## config.mk

```make
export PLATFORM = sky130hd
export DESIGN_NAME = reply_tx_ctrl_flat
export DESIGN_NICKNAME = d
export VERILOG_FILES = /design/src/rtl/reply_tx_ctrl_pkg.sv /design/src/rtl/reply_tx_ctrl_if.sv /design/src/rtl/reply_gap_timer.sv /design/src/rtl/reply_tx_ctrl.sv /design/src/flat_wrapper.sv
export SDC_FILE = /design/constraint.sdc
export NUM_CORES = 1
export LEC_CHECK = 0
export BUFFER_PORTS_ARGS = -buffer_cell sky130_fd_sc_hd__buf_2
export CORE_MARGIN = 5
export CORE_UTILIZATION = 30
export CTS_CLUSTER_SIZE = 24
export DETAILED_ROUTE_END_ITERATION = 8
export GPL_TIMING_DRIVEN = 0
export PLACE_DENSITY = 0.58
export RECOVER_POWER = 100
export SLEW_MARGIN = 15
export SYNTH_ARGS = -nofsm -noshare
export SYNTH_HDL_FRONTEND = slang
export SYNTH_SLANG_ARGS = --single-unit
```

## constraint.sdc

```tcl
create_clock -name clk -period 1.8 [get_ports clk]
set_input_delay 0.09 -clock clk [delete_from_list [all_inputs] [get_ports clk]]
set_output_delay 0.09 -clock clk [all_outputs]
set_load 0.02 [all_outputs]
```

## src/rtl/reply_tx_ctrl_pkg.sv

```systemverilog
// Shared definitions for the terminal reply path: command codes, FSM states
// and the status-word layout, which the controller-side decoder also uses.
package reply_tx_ctrl_pkg;

    // Command codes carried on the link and echoed in the status word.
    typedef enum logic [1:0] {
        CMD_NONE = 2'b00,
        CMD_SR   = 2'b01,
        CMD_DPR  = 2'b10,
        CMD_CCW  = 2'b11
    } cmd_e;

    // Reply sequencer states.
    typedef enum logic [2:0] {
        ST_IDLE   = 3'd0,
        ST_GAP    = 3'd1,
        ST_STATUS = 3'd2,
        ST_FETCH  = 3'd3,
        ST_DATA   = 3'd4,
        ST_DONE   = 3'd5
    } state_e;

    // Status-word bit positions.
    localparam int STS_ADDR_LSB = 11;
    localparam int STS_ADDR_W   = 5;
    localparam int STS_BUSY_BIT = 10;
    localparam int STS_ERR_BIT  = 9;
    localparam int STS_TYPE_LSB = 0;
    localparam int STS_TYPE_W   = 2;

    // Assemble a status word; bits not listed above are reserved zeros.
    function automatic logic [15:0] build_status(
        input logic [STS_ADDR_W-1:0] addr,
        input logic                  busy,
        input logic                  err,
        input cmd_e                  cmd
    );
        logic [15:0] w;
        w = '0;
        w[STS_ADDR_LSB +: STS_ADDR_W] = addr;
        w[STS_BUSY_BIT]               = busy;
        w[STS_ERR_BIT]                = err;
        w[STS_TYPE_LSB +: STS_TYPE_W] = cmd;
        return w;
    endfunction

endpackage

```

## src/rtl/reply_tx_ctrl_if.sv

```systemverilog
// Word handshake between the reply controller and the serial transmitter.
interface reply_tx_ctrl_if;
    logic [15:0] tx_word;
    logic        tx_word_valid;
    logic        tx_last;
    logic        tx_word_ack;
    logic        tx_frame_done;

    // Reply controller side.
    modport master (
        output tx_word, tx_word_valid, tx_last,
        input  tx_word_ack, tx_frame_done
    );

    // Transmitter side.
    modport slave (
        input  tx_word, tx_word_valid, tx_last,
        output tx_word_ack, tx_frame_done
    );
endinterface

```

## src/rtl/reply_gap_timer.sv

```systemverilog
// Turnaround timer: cleared and armed by i_start, then counts up and
// raises o_done for exactly one cycle when the count reaches GAP_TICKS.
module reply_gap_timer #(
    parameter int GAP_TICKS = 199
) (
    input  logic clk,
    input  logic n_rst,
    input  logic i_start,
    output logic o_done
);
    localparam int CW = (GAP_TICKS > 0) ? $clog2(GAP_TICKS + 1) : 1;

    logic [CW-1:0] r_cnt;
    logic          r_run;

    // Count while armed; disarm after the terminal count so done is one cycle.
    always_ff @(posedge clk or negedge n_rst) begin
        if (!n_rst) begin
            r_cnt <= '0;
            r_run <= 1'b0;
        end else if (i_start) begin
            r_cnt <= '0;
            r_run <= 1'b1;
        end else if (r_run) begin
            if (r_cnt == CW'(GAP_TICKS)) r_run <= 1'b0;
            else                         r_cnt <= r_cnt + 1'b1;
        end
    end

    assign o_done = r_run && (r_cnt == CW'(GAP_TICKS));

endmodule

```

## src/rtl/reply_tx_ctrl.sv

```systemverilog
// Terminal reply generator: detects a clean command frame, waits the
// turnaround gap, then hands the status word (and DPR payload) to the
// transmitter one word at a time. Errored frames are dropped unanswered.
module reply_tx_ctrl
    import reply_tx_ctrl_pkg::*;
#(
    parameter  int CLK_FREQ       = 50_000_000,
    parameter  int GAP_US         = 4,
    parameter  int MAX_DATA_WORDS = 16,
    localparam int DW             = $clog2(MAX_DATA_WORDS + 1)
) (
    input  logic              clk,
    input  logic              n_rst,
    input  logic              i_rx_frame_end,
    input  logic              i_rx_err,
    input  logic [1:0]        i_rx_cmd_type,
    input  logic [4:0]        i_dev_addr,
    input  logic              i_dev_busy,
    input  logic [DW-1:0]     i_data_cnt,
    output logic [DW-1:0]     o_data_addr,
    input  logic [15:0]       i_data_word,
    reply_tx_ctrl_if.master   tx,
    output logic              o_ccw_exec,
    output logic              o_reply_active,
    output logic              o_cmd_dropped
);
    localparam int GAP_TICKS = CLK_FREQ / 1_000_000 * GAP_US - 1;

    state_e        r_state, w_next_state;
    logic          r_frame_end_d;
    cmd_e          r_type;
    logic          r_busy_l;
    logic [DW-1:0] r_n_l;
    logic          r_err_seen;
    logic [15:0]   r_status_word;
    logic [DW-1:0] r_data_addr;
    logic          r_ccw_exec;
    logic          r_cmd_dropped;
    logic          r_reply_active;

    logic          w_event;
    logic          w_accept;
    logic          w_drop;
    logic          w_err_set;
    logic          w_gap_done;
    logic          w_status_load;
    logic          w_clear_err;
    logic          w_addr_clear;
    logic          w_addr_inc;
    logic          w_reply_done;
    logic          w_more;
    logic          w_data_last;
    logic [DW-1:0] w_n_clamped;

    // A held rx_frame_end level produces a single event on its rising edge.
    assign w_event   = i_rx_frame_end && !r_frame_end_d;
    assign w_drop    = w_event && ((r_state != ST_IDLE) || i_rx_err);
    assign w_err_set = w_event && (r_state == ST_IDLE) && i_rx_err;

    assign w_n_clamped = (i_data_cnt > DW'(MAX_DATA_WORDS)) ? DW'(MAX_DATA_WORDS) : i_data_cnt;
    assign w_more      = (r_type == CMD_DPR) && !r_busy_l && (r_n_l != '0);
    assign w_data_last = (r_data_addr == r_n_l - DW'(1));

    reply_gap_timer #(
        .GAP_TICKS (GAP_TICKS)
    ) u_gap_timer (
        .clk     (clk),
        .n_rst   (n_rst),
        .i_start (w_accept),
        .o_done  (w_gap_done)
    );

    // State register.
    // NOTE: sequential state uses non-blocking (<=) so every flop samples pre-edge values.
    always_ff @(posedge clk or negedge n_rst) begin
        if (!n_rst) r_state <= ST_IDLE;
        else        r_state <= w_next_state;
    end

    // Next-state decode and per-cycle control strobes.
    // NOTE: every output of this block gets a default first, so no path infers a latch.
    always_comb begin
        w_next_state  = r_state;
        w_accept      = 1'b0;
        w_status_load = 1'b0;
        w_clear_err   = 1'b0;
        w_addr_clear  = 1'b0;
        w_addr_inc    = 1'b0;
        w_reply_done  = 1'b0;
        case (r_state)
            ST_IDLE: begin
                if (w_event && !i_rx_err && (i_rx_cmd_type != CMD_NONE)) begin
                    w_accept     = 1'b1;
                    w_next_state = ST_GAP;
                end
            end
            ST_GAP: begin
                if (w_gap_done) begin
                    w_status_load = 1'b1;
                    w_next_state  = ST_STATUS;
                end
            end
            ST_STATUS: begin
                if (tx.tx_word_ack) begin
                    w_clear_err = 1'b1;
                    if (w_more) begin
                        w_addr_clear = 1'b1;
                        w_next_state = ST_FETCH;
                    end else begin
                        w_next_state = ST_DONE;
                    end
                end
            end
            ST_FETCH: w_next_state = ST_DATA;
            ST_DATA: begin
                if (tx.tx_word_ack) begin
                    if (w_data_last) begin
                        w_next_state = ST_DONE;
                    end else begin
                        w_addr_inc   = 1'b1;
                        w_next_state = ST_FETCH;
                    end
                end
            end
            ST_DONE: begin
                if (tx.tx_frame_done) begin
                    w_reply_done = 1'b1;
                    w_next_state = ST_IDLE;
                end
            end
            default: w_next_state = ST_IDLE;
        endcase
    end

    // Command latches, error flag, status word, payload address and strobes.
    always_ff @(posedge clk or negedge n_rst) begin
        if (!n_rst) begin
            r_frame_end_d  <= 1'b0;
            r_type         <= CMD_NONE;
            r_busy_l       <= 1'b0;
            r_n_l          <= '0;
            r_err_seen     <= 1'b0;
            r_status_word  <= '0;
            r_data_addr    <= '0;
            r_ccw_exec     <= 1'b0;
            r_cmd_dropped  <= 1'b0;
            r_reply_active <= 1'b0;
        end else begin
            r_frame_end_d <= i_rx_frame_end;
            r_ccw_exec    <= w_accept && (cmd_e'(i_rx_cmd_type) == CMD_CCW) && !i_dev_busy;
            r_cmd_dropped <= w_drop;

            if (w_accept) begin
                r_type   <= cmd_e'(i_rx_cmd_type);
                r_busy_l <= i_dev_busy;
                r_n_l    <= w_n_clamped;
            end

            // A new error outranks the clear from a status-word ack.
            if (w_err_set)        r_err_seen <= 1'b1;
            else if (w_clear_err) r_err_seen <= 1'b0;

            // Snapshot the status word so it cannot move while awaiting ack.
            if (w_status_load)
                r_status_word <= build_status(i_dev_addr, r_busy_l, r_err_seen, r_type);

            if (w_addr_clear)    r_data_addr <= '0;
            else if (w_addr_inc) r_data_addr <= r_data_addr + 1'b1;

            if (w_accept)          r_reply_active <= 1'b1;
            else if (w_reply_done) r_reply_active <= 1'b0;
        end
    end

    // The payload word is the RAM's registered output and stays put while
    // data_addr holds, so the data path needs no extra holding register.
    assign tx.tx_word_valid = (r_state == ST_STATUS) || (r_state == ST_DATA);
    assign tx.tx_word       = (r_state == ST_STATUS) ? r_status_word :
                              (r_state == ST_DATA)   ? i_data_word   : 16'h0000;
    assign tx.tx_last       = (r_state == ST_STATUS) ? !w_more     :
                              (r_state == ST_DATA)   ? w_data_last : 1'b0;

    assign o_data_addr    = r_data_addr;
    assign o_ccw_exec     = r_ccw_exec;
    assign o_cmd_dropped  = r_cmd_dropped;
    assign o_reply_active = r_reply_active;

endmodule

```

## src/flat_wrapper.sv

```systemverilog
// flat-port wrapper written by rule: the top's interface ports become plain ports
module reply_tx_ctrl_flat import reply_tx_ctrl_pkg::*;
#(
    parameter  int CLK_FREQ       = 50_000_000,
    parameter  int GAP_US         = 4,
    parameter  int MAX_DATA_WORDS = 16,
    localparam int DW             = $clog2(MAX_DATA_WORDS + 1)
)
  (clk, n_rst, i_rx_frame_end, i_rx_err, i_rx_cmd_type, i_dev_addr, i_dev_busy, i_data_cnt, o_data_addr, i_data_word, o_ccw_exec, o_reply_active, o_cmd_dropped, tx_tx_word, tx_tx_word_valid, tx_tx_last, tx_tx_word_ack, tx_tx_frame_done);
  reply_tx_ctrl_if tx_i ();
  input  logic clk;
  input  logic n_rst;
  input  logic i_rx_frame_end;
  input  logic i_rx_err;
  input  logic [1:0] i_rx_cmd_type;
  input  logic [4:0] i_dev_addr;
  input  logic i_dev_busy;
  input  logic [DW-1:0] i_data_cnt;
  output logic [DW-1:0] o_data_addr;
  input  logic [15:0] i_data_word;
  output logic o_ccw_exec;
  output logic o_reply_active;
  output logic o_cmd_dropped;
  output wire logic [$bits(tx_i.tx_word)-1:0] tx_tx_word;
  output wire logic [$bits(tx_i.tx_word_valid)-1:0] tx_tx_word_valid;
  output wire logic [$bits(tx_i.tx_last)-1:0] tx_tx_last;
  input wire logic [$bits(tx_i.tx_word_ack)-1:0] tx_tx_word_ack;
  input wire logic [$bits(tx_i.tx_frame_done)-1:0] tx_tx_frame_done;
  assign tx_tx_word = tx_i.tx_word;
  assign tx_tx_word_valid = tx_i.tx_word_valid;
  assign tx_tx_last = tx_i.tx_last;
  assign tx_i.tx_word_ack = tx_tx_word_ack;
  assign tx_i.tx_frame_done = tx_tx_frame_done;
  reply_tx_ctrl #(.CLK_FREQ(CLK_FREQ), .GAP_US(GAP_US), .MAX_DATA_WORDS(MAX_DATA_WORDS)) u_core (.clk(clk), .n_rst(n_rst), .i_rx_frame_end(i_rx_frame_end), .i_rx_err(i_rx_err), .i_rx_cmd_type(i_rx_cmd_type), .i_dev_addr(i_dev_addr), .i_dev_busy(i_dev_busy), .i_data_cnt(i_data_cnt), .o_data_addr(o_data_addr), .i_data_word(i_data_word), .tx(tx_i), .o_ccw_exec(o_ccw_exec), .o_reply_active(o_reply_active), .o_cmd_dropped(o_cmd_dropped));
endmodule
```

==> impl_metrics.csv <==
group,metric,value,unit
status,status,"complete, but fails checks",
status,failed_checks,"negative setup slack",
layout,n_fill_cell,702,
layout,finalNonFillerCells,411,
placed_design,place_area,0.002625,mm²
die,num_rows,31,
layout,multi_input_area,0.001260,mm²
layout,num-nets-final,349,
critical_path,critPathCapture,"u_core.o_data_addr[3]$_DFFE_PN0P_",
critical_path,r2r_slack,-0.17,ns
logic_synthesis,synthCells,219,
critical_path,r2r_cells,7,
detailed_routing,drc,0,
layout,area_delta_synth_final,45.98,%
global_routing,grt_pass1_wl,8721,µm
critical_path,startpoint_type,"flip-flop",
sta,setup_viol,31,
die,core_area,0.007176,mm²
logic_synthesis,synthMuxAreaShare,0.09425,
die,die_area,0.009060,mm²
detailed_routing,postRouteAntennaNets,0,
cts,h-tree-depth,2,
detailed_routing,dr.pass1.iters,4,
sta,max_freq,0.5066,GHz
layout,drive_gt1_frac,0.4327,
layout,n_antenna_cell,0,
sta,period_share,1.097,
cts,insertion_delay,0.29,ns
placed_design,io_buffers,60,
power_and_ir_drop,ir_worst_vdd,0.0007645,V
placed_design,dp.cells,378,
global_routing,grt_max_degree,40,
cts,root_buffer,"clkbuf_8",
logic_synthesis,yosys_register_bits,39,
critical_path,rr_endpoint,"u_core.o_data_addr[3]$_DFFE_PN0P_",
detailed_routing,drt_iter0_markers,91,
cts,clock_sinks,39,
global_routing,track_usage,0.1222,
critical_path,worstReg2RegStart,"u_core.r_state[1]$_DFFE_PN0P_",
logic_synthesis,synthesis.area,0.002177,mm²
global_routing,grt_pass1_vias,1797,
worst_hold_path,hold_class,"input pin to flip-flop",
layout,fin_area,0.003178,mm²
logic_synthesis,synthDistinctLibCells,46,
global_routing,grt_antenna_before_repair,0,
power_and_ir_drop,leakage,1.517,nW
cts,cts_tree,"built",
global_routing,overflow,0,
die,dieHeight,95.19,µm
layout,regArea,977.2,µm²
detailed_routing,drt-total-wl,5582,µm
critical_path,arrival,2.20,ns
placed_design,gp_congestion,0.7599,
cts,numCtsBuffers,5,
flow_run,drv_cap,0,
critical_path,cp-startpoint,"u_core.r_state[1]$_DFFE_PN0P_",
sta,worst_slew_pin_slew,0.9993,ns
sta,max_slew_margin,0.3338,
logic_synthesis,ys_seq_area_frac,0.4483,
sta,report.final.slew_viol_count,0,
placed_design,place_hpwl,3666,µm
logic_synthesis,ys_warn_count,0,
logic_synthesis,synth_fa_ha_area_frac,0.01724,
cts,cts.path.max_buffers,2,
power_and_ir_drop,p_per_area,1367,mW/mm²
logic_synthesis,syn-mean-instance-area,9.941,µm²
die,die_width,95.19,µm
sta,rsz0062_at_grt,"true",
cts,clk_pin_slew_worst_paths,0.08,ns
critical_path,path_class,"flip-flop to flip-flop",
detailed_routing,vias_per_cell,4.594,
die,initial_utilization,0.3034,
logic_synthesis,synth_top_family_by_area,"simple AND/OR/NAND/NOR gates",
sta,layout_setup_ws,-0.1739,ns
logic_synthesis,synth-main-ff-cell,"dfrtp_1",
logic_synthesis,synth_fp_nets,257,
detailed_routing,wl_per_cell,13.58,µm
logic_synthesis,synth_xor_area_frac,0.04425,
logic_synthesis,synth_simple_gate_area_frac,0.2287,
die,pin_count,61,
logic_synthesis,synth_compound_area_frac,0.1236,
critical_path,crit_path_end_kind,"flip-flop",
logic_synthesis,synthArstFlopShare,1.000,
sta,finalCriticalPeriod,1.974,ns
critical_path,crit_fanout,6,
sta,hold_violations,0,
logic_synthesis,synth_enable_flop_cells,0,
detailed_routing,num_vias,1888,
critical_path,cp_data_required_time,2.02,ns
sta,clock_skew,0.003076,ns
## registers in the layout (all words and copies together) (netlist names), 2 cells and up
register / cells
u_core.r_state: 3
u_core.r_status_word: 9
u_core.o_data_addr: 5
u_core.r_type: 2
u_core.u_gap_timer.r_cnt: 8
u_core.r_n_l: 5
## worst max-delay path, stage by stage, from the launching register on
cell        delay [ns]
dfrtp_1           0.33
clkbuf_2          0.25
clkinvlp_4        0.20
nand3_1           0.14
o21ai_1           0.11
o21bai_2          0.24
or4_4             0.49
a21boi_2          0.14
## cell families (layout without fill, tap and decap cells)
| group | after synthesis | count (layout) |
|---|---|---|
| multiplexers | 16 | 16 |
| XOR/XNOR | 11 | 11 |
| flip-flops | 39 | 39 |
| AND/OR/NAND/NOR | 97 | 97 |
| AO/OA/AOI/OAI | 36 | 36 |
| buffers and inverters | 17 | 110 |
| adder cells (fa/ha/maj) | 3 | 3 |
## per-stage QoR
step                      power (mW)  setup TNS (ns)    util  hold slack (ns)  setup WS [ns]
final                          4.343          -2.068  0.4429          0.02133        -0.1739
after CTS                      4.121          -1.055  0.4106          0.01155        -0.1684
after global routing           4.668          -6.816  0.4429          0.01333        -0.3144
after detailed placement       2.993          -3.136  0.3658           0.2353        -0.2859
after floorplan                2.620         -0.6510       -          -0.2056       -0.06630
after global placement         2.965          -3.193  0.3658           0.2276        -0.2975
## cells in the mapped netlist, drive strengths merged (2+ instances only)
library cell | count | area share
o21bai | 2 | 0.0086
and2 | 2 | 0.0057
nor4 | 2 | 0.0057
nand2b | 2 | 0.0057
nor2 | 20 | 0.034
inv | 6 | 0.010
buf | 8 | 0.028
or4 | 2 | 0.0069
nand3 | 4 | 0.0092
mux2 | 9 | 0.062
mux2i | 7 | 0.032
or3 | 3 | 0.0086
dfrtp | 39 | 0.45
nand3b | 4 | 0.014
nand2 | 33 | 0.057
or2 | 2 | 0.0057
a21oi | 6 | 0.016
nor4b | 2 | 0.0080
nor3 | 4 | 0.0092
ha | 3 | 0.017
and3 | 9 | 0.026
xor2 | 6 | 0.024
clkbuf | 3 | 0.0052
o21ai | 10 | 0.023
a22o | 9 | 0.036
xnor2 | 5 | 0.020
nand4 | 5 | 0.017
## metal layers
layer	track usage	part of all wire
met3	0.02762	0.045
met4	0.03966	0.012
met1	0.1581	0.46
met2	0.2017	0.49
met5	0	0
## placed cells by master (no fill, tap or decap), types with 3 or more instances in the layout
cell type / n
xor2_1: 6
dlygate4sd3_1: 3
a22o_1: 9
and3_1: 7
xnor2_1: 5
nand4_1: 4
buf_4: 24
nand3_1: 4
or3_1: 3
clkbuf_1: 9
nand2_1: 33
mux2_4: 9
nor2_4: 3
dfrtp_1: 38
buf_6: 10
mux2i_1: 7
o21ai_0: 8
buf_2: 44
nand3b_1: 4
a21oi_1: 5
inv_1: 3
clkbuf_8: 5
nor2_1: 16
## power by group
| group | total [mW] | switching (mW) | internal (mW) |
|---|---|---|---|
| Sequential | 1.47 | 0.290 | 1.18 |
| Combinational | 1.98 | 0.985 | 1.00 |
| Clock | 0.889 | 0.336 | 0.553 |
| Total | 4.34 | 1.61 | 2.73 |
## repair_timing
item,4_1_cts,5_1_grt
resized for setup,26,39
setup endpoints to repair,37,35
hold endpoints to repair,42,0
pin swaps,10,13
hold buffers,3,0
gates cloned,1,2
buffers inserted,8,11
## cell type report
cell class / instances / share of cell area
multi-input combinational: 163 / 0.3965
sequential: 39 / 0.3075
timing repair buffer: 85 / 0.1764
tap: 99 / 0.03898
buffer: 11 / 0.02953
clock buffer: 5 / 0.02165
clock inverter: 3 / 0.02126
inverter: 6 / 0.008268
## how the worst min path moves through the flow
stage	startpoint	end	slack, ns	depth (start not counted)
2_1_floorplan	n_rst	u_core.o_ccw_exec$_DFF_PN0_	-0.21	0
3_3_place_gp	i_rx_frame_end	u_core.r_frame_end_d$_DFF_PN0_	0.23	1
3_5_place_dp	i_rx_frame_end	u_core.r_frame_end_d$_DFF_PN0_	0.24	1
4_1_cts	i_dev_addr[4]	u_core.r_status_word[15]$_DFFE_PN0P_	0.01	2
5_1_grt	i_dev_addr[0]	u_core.r_status_word[11]$_DFFE_PN0P_	0.01	2
6_report	i_dev_addr[4]	u_core.r_status_word[15]$_DFFE_PN0P_	0.02	2
Power figures use the tool's default switching activity.
